==> src/rtl/cpu_types_pkg.sv <==
// Shared types for the pipelined MIPS core: data words, register indices,
// writeback-source encoding and the memory-stage FSM states.
package cpu_types_pkg;

  typedef logic [31:0] word_t;
  typedef logic [4:0]  regbits_t;

  typedef enum logic [1:0] {
    MTR_ALU = 2'd0,
    MTR_MEM = 2'd1,
    MTR_LUI = 2'd2,
    MTR_PC4 = 2'd3
  } memtoreg_t;

  typedef enum logic [1:0] {
    IDLE   = 2'd0,
    REQ    = 2'd1,
    HALTED = 2'd2
  } mem_state_t;

  // Request-timeout counter width: wide enough for the limit, never below 8 bits.
  function automatic int timerWidth(input int cycles);
    return ($clog2(cycles + 1) > 8) ? $clog2(cycles + 1) : 8;
  endfunction

endpackage

==> src/rtl/mem_req_timer.sv <==
// Counts cycles a data-cache request has been outstanding and flags expiry
// on the cycle the limit is reached without a hit.
module mem_req_timer
  import cpu_types_pkg::*;
#(
  parameter int TIMEOUT_CYCLES = 255
) (
  input  logic CLK,
  input  logic nRST,
  input  logic start,
  input  logic active,
  input  logic hit,
  output logic expire
);

  localparam int CW = timerWidth(TIMEOUT_CYCLES);

  logic [CW-1:0] count;

  // NOTE: sequential state uses non-blocking assignments so every flop samples pre-edge values.
  always_ff @(posedge CLK or negedge nRST) begin
    if (!nRST) begin
      count <= '0;
    end else if (start) begin
      count <= '0;
    end else if (active && !hit) begin
      count <= count + CW'(1);
    end
  end

  // A hit on the expiry cycle takes precedence over the timeout.
  assign expire = active && !hit && (count == CW'(TIMEOUT_CYCLES - 1));

endmodule

==> src/rtl/mem_stage.sv <==
// MIPS memory stage feeding the MEM/WB latch. Optional request timeout is
// enabled by defining MEM_STAGE_TIMEOUT_EN.
module mem_stage
  import cpu_types_pkg::*;
#(
  parameter int TIMEOUT_CYCLES = 255
) (
  input  logic        CLK,
  input  logic        nRST,
  input  logic        ex_valid,
  output logic        ex_ready,
  input  logic        memRead,
  input  logic        memWrite,
  input  logic        regWr,
  input  logic        halt,
  input  logic [4:0]  wsel,
  input  logic [1:0]  memToReg,
  input  logic [31:0] alu_result,
  input  logic [31:0] store_data,
  input  logic [31:0] luiValue,
  input  logic [31:0] pc4,
  input  logic        dhit,
  input  logic [31:0] dmemload,
  output logic        dmemREN,
  output logic        dmemWEN,
  output logic [31:0] dmemaddr,
  output logic [31:0] dmemstore,
  output logic        wb_valid,
  output logic        regWr_out,
  output logic        halt_out,
  output logic [4:0]  wsel_out,
  output logic [1:0]  memToReg_out,
  output logic [31:0] dmemload_out,
  output logic [31:0] portO_out,
  output logic [31:0] luiValue_out,
  output logic [31:0] pc4_out,
  output logic        mem_err
);

  if (TIMEOUT_CYCLES < 1) begin : g_badTimeout
    $error("mem_stage: TIMEOUT_CYCLES must be at least 1");
  end

  mem_state_t state;

  logic      reqWrite;
  logic      reqRegWr;
  logic      reqHalt;
  regbits_t  reqWsel;
  memtoreg_t reqMtr;
  word_t     reqAddr;
  word_t     reqStore;
  word_t     reqLui;
  word_t     reqPc4;

  logic inReq;
  logic acceptMem;
  logic expire;

  assign inReq     = (state == REQ);
  assign ex_ready  = (state == IDLE);
  assign acceptMem = ex_ready && ex_valid && (memRead || memWrite);

  assign dmemREN   = inReq && !reqWrite;
  assign dmemWEN   = inReq && reqWrite;
  assign dmemaddr  = reqAddr;
  assign dmemstore = reqStore;

`ifdef MEM_STAGE_TIMEOUT_EN
  mem_req_timer #(
    .TIMEOUT_CYCLES(TIMEOUT_CYCLES)
  ) u_timer (
    .CLK   (CLK),
    .nRST  (nRST),
    .start (acceptMem),
    .active(inReq),
    .hit   (dhit),
    .expire(expire)
  );

  always_ff @(posedge CLK or negedge nRST) begin
    if (!nRST) begin
      mem_err <= 1'b0;
    end else if (expire) begin
      mem_err <= 1'b1;
    end
  end
`else
  assign expire  = 1'b0;
  assign mem_err = 1'b0;
`endif

  // NOTE: request latches are reset too, since they drive dmemaddr/dmemstore directly and every output must read 0 in reset.
  always_ff @(posedge CLK or negedge nRST) begin
    if (!nRST) begin
      state        <= IDLE;
      reqWrite     <= 1'b0;
      reqRegWr     <= 1'b0;
      reqHalt      <= 1'b0;
      reqWsel      <= '0;
      reqMtr       <= MTR_ALU;
      reqAddr      <= '0;
      reqStore     <= '0;
      reqLui       <= '0;
      reqPc4       <= '0;
      wb_valid     <= 1'b0;
      regWr_out    <= 1'b0;
      halt_out     <= 1'b0;
      wsel_out     <= '0;
      memToReg_out <= '0;
      dmemload_out <= '0;
      portO_out    <= '0;
      luiValue_out <= '0;
      pc4_out      <= '0;
    end else begin
      wb_valid <= 1'b0;
      case (state)
        IDLE: begin
          if (ex_valid && (memRead || memWrite)) begin
            // A simultaneous read and write request is treated as a write.
            reqWrite <= memWrite;
            reqRegWr <= regWr;
            reqHalt  <= halt;
            reqWsel  <= wsel;
            reqMtr   <= memtoreg_t'(memToReg);
            reqAddr  <= alu_result;
            reqStore <= store_data;
            reqLui   <= luiValue;
            reqPc4   <= pc4;
            state    <= REQ;
          end else if (ex_valid) begin
            wb_valid     <= 1'b1;
            regWr_out    <= regWr;
            halt_out     <= halt;
            wsel_out     <= wsel;
            memToReg_out <= memToReg;
            dmemload_out <= '0;
            portO_out    <= alu_result;
            luiValue_out <= luiValue;
            pc4_out      <= pc4;
            state        <= halt ? HALTED : IDLE;
          end
        end
        REQ: begin
          if (dhit || expire) begin
            // An abandoned request still retires, but cannot write or halt.
            wb_valid     <= 1'b1;
            regWr_out    <= reqRegWr && dhit;
            halt_out     <= reqHalt && dhit;
            wsel_out     <= reqWsel;
            memToReg_out <= reqMtr;
            dmemload_out <= (dhit && !reqWrite) ? dmemload : '0;
            portO_out    <= reqAddr;
            luiValue_out <= reqLui;
            pc4_out      <= reqPc4;
            state        <= (dhit && reqHalt) ? HALTED : IDLE;
          end
        end
        HALTED: state <= HALTED;
        default: state <= IDLE;
      endcase
    end
  end

endmodule

==> config.mk <==
export PLATFORM = sky130hd
export DESIGN_NAME = mem_stage
export DESIGN_NICKNAME = d
export VERILOG_FILES = /design/src/rtl/cpu_types_pkg.sv /design/src/rtl/mem_req_timer.sv /design/src/rtl/mem_stage.sv
export SDC_FILE = /design/constraint.sdc
export NUM_CORES = 1
export LEC_CHECK = 0
export ABC_AREA = 1
export CORE_UTILIZATION = 50
export CTS_CLUSTER_SIZE = 24
export DETAILED_ROUTE_END_ITERATION = 8
export PLACE_DENSITY = 0.94
export SLEW_MARGIN = 40
export SYNTH_ARGS = -nofsm -noshare
export SYNTH_HDL_FRONTEND = slang
export SYNTH_SLANG_ARGS = --single-unit
export TNS_END_PERCENT = 10
==> constraint.sdc <==
create_clock -name CLK -period 2.2 [get_ports CLK]
set_input_delay 0.22 -clock CLK [delete_from_list [all_inputs] [get_ports CLK]]
set_output_delay 0.22 -clock CLK [all_outputs]
set_load 0.05 [all_outputs]
==> flow_summary.json <==
{
  "outcome": "finished clean",
  "p_per_area_nw_per_um2": 1720,
  "totalWireLength_um": 36400,
  "synth_top_family_by_area": "simple AND/OR/NAND/NOR gates",
  "dp_hpwl_um": 24600,
  "post_cts_buffers": 0,
  "comb_power_share_pct": 52.5,
  "p_sw_uw": 14200,
  "cap_viol_max_count": 0,
  "muxShareOfSynthArea_pct": 0,
  "cts_tree": "done",
  "fin_skew_ps": 7.08,
  "p_int_uw": 15300,
  "min_from": "dmemload[16]",
  "path_class": "flop to output port",
  "critPathTopFamily": "buffers and inverters",
  "hold_violations": 0,
  "min_path_type": "input port to flop",
  "ir_worst_vdd_mv": 1.04,
  "detail_route.iter0.violations": 887,
  "cts-root-buf": "clkbuf_16",
  "cp_cell_sequence": "nor2_4 > dlygate4sd2_1",
  "path_buf_inv": 1,
  "slew_viol_final": 0,
  "gp_congestion": 0.858,
  "coreArea_sq_um": 23500,
  "max-slew-margin-rel_pct": 55.9,
  "clock_power_share_pct": 17.1,
  "wl_per_cell_um": 17.1,
  "ys_seq_elements": 278,
  "clock.fmax_mhz": 495,
  "power.leakage_uw": 0.00839,
  "fillers": 1538,
  "cp.arrival_ps": 1800,
  "synth-compound-area-share_pct": 10.2,
  "fin_setup_tns_ps": 0,
  "critPathLaunchType": "flop",
  "slowest_stage": "dlygate4sd2_1",
  "pin_count": 381,
  "crit-reg2reg-launch": "state[1]$_DFFE_PN0P_",
  "tightestPinTransition_ps": 661,
  "fin_crit_ps": 2020,
  "grt_max_degree": 100,
  "nets": 1959,
  "ys.warnings.count": 0,
  "switching_share_pct": 48.2,
  "dieArea_sq_um": 24600,
  "via_count": 11248,
  "rsz0062_at_grt": "no",
  "overflow": 0,
  "synthDistinctLibCells": 18,
  "seqPwrFrac_pct": 30.4,
  "setup_violations": 0,
  "crit_fanout": 5,
  "drive_gt1_share_pct": 5.20,
  "grt_pass1_vias": 11223,
  "cts_buffer_depth": 3,
  "numPortBuffers": 379,
  "drc": 0,
  "reg2reg_depth": 4,
  "regToRegSetupSlack_ps": 460,
  "worst_setup_path_end_kind": "output port",
  "timing.rr.end": "reqPc4[17]$_DFFE_PN0P_",
  "cp-startpoint": "state[1]$_DFFE_PN0P_",
  "first_pass_iters": 7,
  "syn2layout_area_growth_pct": 42.8,
  "yosysSeqAreaShare_pct": 58.0,
  "clk_pin_slew_ps": 60,
  "yosys.area_share.simple_pct": 22.8,
  "fin_crit_sh_pct": 91.9,
  "critPathRequiredTime_ps": 1980,
  "antenna_left": 0,
  "syn_area_sq_um": 12000,
  "die_h_um": 157,
  "yosys.area_share.adder_pct": 0,
  "cts.sinks": 278,
  "rows": 56,
  "die-width_um": 157,
  "clk_latency_ps": 530,
  "synth-xor-area-share_pct": 0,
  "syn-num-nets": 1616,
  "holdPathStages": 3,
  "hold_end": "dmemload_out[16]$_DFFE_PN0P_",
  "postSynthCellCount": 1441,
  "vias_per_cell": 5.29,
  "grt_antenna_before_repair": 2,
  "grt.total_usage_pct": 29.3,
  "start_util_pct": 51.1,
  "cts_buffers": 29,
  "grt_pass1_wl_um": 56800,
  "holdWs_ps": 221,
  "avgSynthCellArea_sq_um": 8.32,
  "cts_max_level": 1,
  "slowest_delay_ps": 590
}
cell usage in the layout (no fill, tap or decap):
cell             instances
inv_6                    3
nand3_4                  2
clkbuf_16               29
dfrtp_1                278
buf_4                   16
clkinv_2                 4
diode_2                  2
nand2_1                516
buf_8                    1
conb_1                   1
clkinv_4                 2
o21ai_1                 19
buf_12                  16
clkinvlp_4               8
inv_2                    1
clkdlybuf4s50_1        375
bufinv_16                3
inv_8                    1
a21oi_1                  9
nor2_1                  14
nor2_4                   2
nor2_2                   1
dlygate4sd2_1            1
o21ai_0                217
dlygate4sd3_1            1
nand2_4                  2
clkbuf_8                 3
nand3_1                138
inv_1                  143
power by group through the flow:
stage	clock network [uW]	registers, uW	logic, uW
final	5040	8930	15400
after global placement	0	8780	14900
after detailed placement	0	8930	15300
after floorplan	0	14500	4300
after CTS	5100	8900	15500
after global routing	5300	9160	16400
cells by family (layout without fill, tap and decap cells):
kind of cell | after synthesis | in the layout
AND/OR/NAND/NOR | 675 | 675
flip-flops | 278 | 278
AO/OA/AOI/OAI | 245 | 245
buffers and inverters | 242 | 607
other | 1 | 3
synthesized netlist by cell type:
cell,instances,area share (%)
inv_1,143,4.5
buf_4,11,0.69
nor2_4,1,0.094
nor2_1,14,0.44
o21ai_0,217,9.1
dfrtp_1,278,58
buf_2,68,2.8
a21oi_1,9,0.38
nand3_2,1,0.083
clkbuf_1,14,0.44
inv_2,1,0.031
buf_6,5,0.47
conb_1,1,0.031
nand2_2,2,0.10
nand3_1,139,5.8
o21ai_1,19,0.79
nand2_1,516,16
nor2_2,2,0.10
area by class of cell:
type	instances	area (sq um)	area share, %
sequential	278	6960	40.6
inverter	144	541	3.16
tap	319	399	2.33
clock buffer	32	767	4.48
antenna	2	5.00	0.0292
timing repair buffer	410	4230	24.7
clock inverter	21	225	1.32
multi-input combinational	921	4000	23.3
routing by layer:
| metal | vias to the layer above | GRT usage, % | part of all wire [%] |
|---|---|---|---|
| met5 | - | 0 | 0 |
| met4 | 0 | 16.1 | 5.5 |
| met3 | 134 | 5.57 | 6.7 |
| met2 | 529 | 50.2 | 50 |
| met1 | 5377 | 34.8 | 38 |
| li1 | 5208 | - | - |
per-stage QoR:
step / setup slack, ps / power (uW) / cell area, sq um / utilization (%) / std cells
finish: 178 / 29400 / 17100 / 72.9 / 2127
global route: 118 / 30900 / 17100 / 72.9 / 2127
CTS: 161 / 29500 / 17100 / 72.9 / 2125
detailed placement: 311 / 24300 / 16100 / 68.6 / 2071
global placement: 389 / 23700 / 16100 / 68.6 / 2071
floorplan: 567 / 18800 / 12000 / - / 1441
timing repair:
| action | 4_1_cts | 5_1_grt |
|---|---|---|
| endpoints found under the hold margin | 70 | 0 |
| hold buffers | 1 | 0 |
| endpoints found under the setup margin | 1 | 0 |
| resized for setup | 1 | 0 |
flip-flops by register name, indices dropped and copies added (netlist names), 2 cells and up:
register,count
dmemaddr,32
dmemload_out,32
dmemstore,32
luiValue_out,32
pc4_out,32
portO_out,32
reqLui,32
reqPc4,32
reqWsel,5
wsel_out,5
memToReg_out,2
reqMtr,2
state,2
how the worst max path moves through the flow:
stage | endpoint | slack, ps | cells after the start
floorplan | dmemREN | 570 | 4
global placement | dmemaddr[29]$_DFFE_PN0P_ | 390 | 7
detailed placement | dmemstore[24]$_DFFE_PN0P_ | 310 | 6
CTS | ex_ready | 160 | 2
global route | ex_ready | 120 | 2
finish | ex_ready | 180 | 2
worst reg2reg max path: cells and delay by family, from the launching register on:
family | cells | cell delay, ps
buffers and inverters | 1 | 360
DFF | 1 | 440
AOI/OAI and AO/OA | 1 | 260
and+or+nand+nor | 2 | 580
Note: power is estimated with default switching activity, not from simulation.
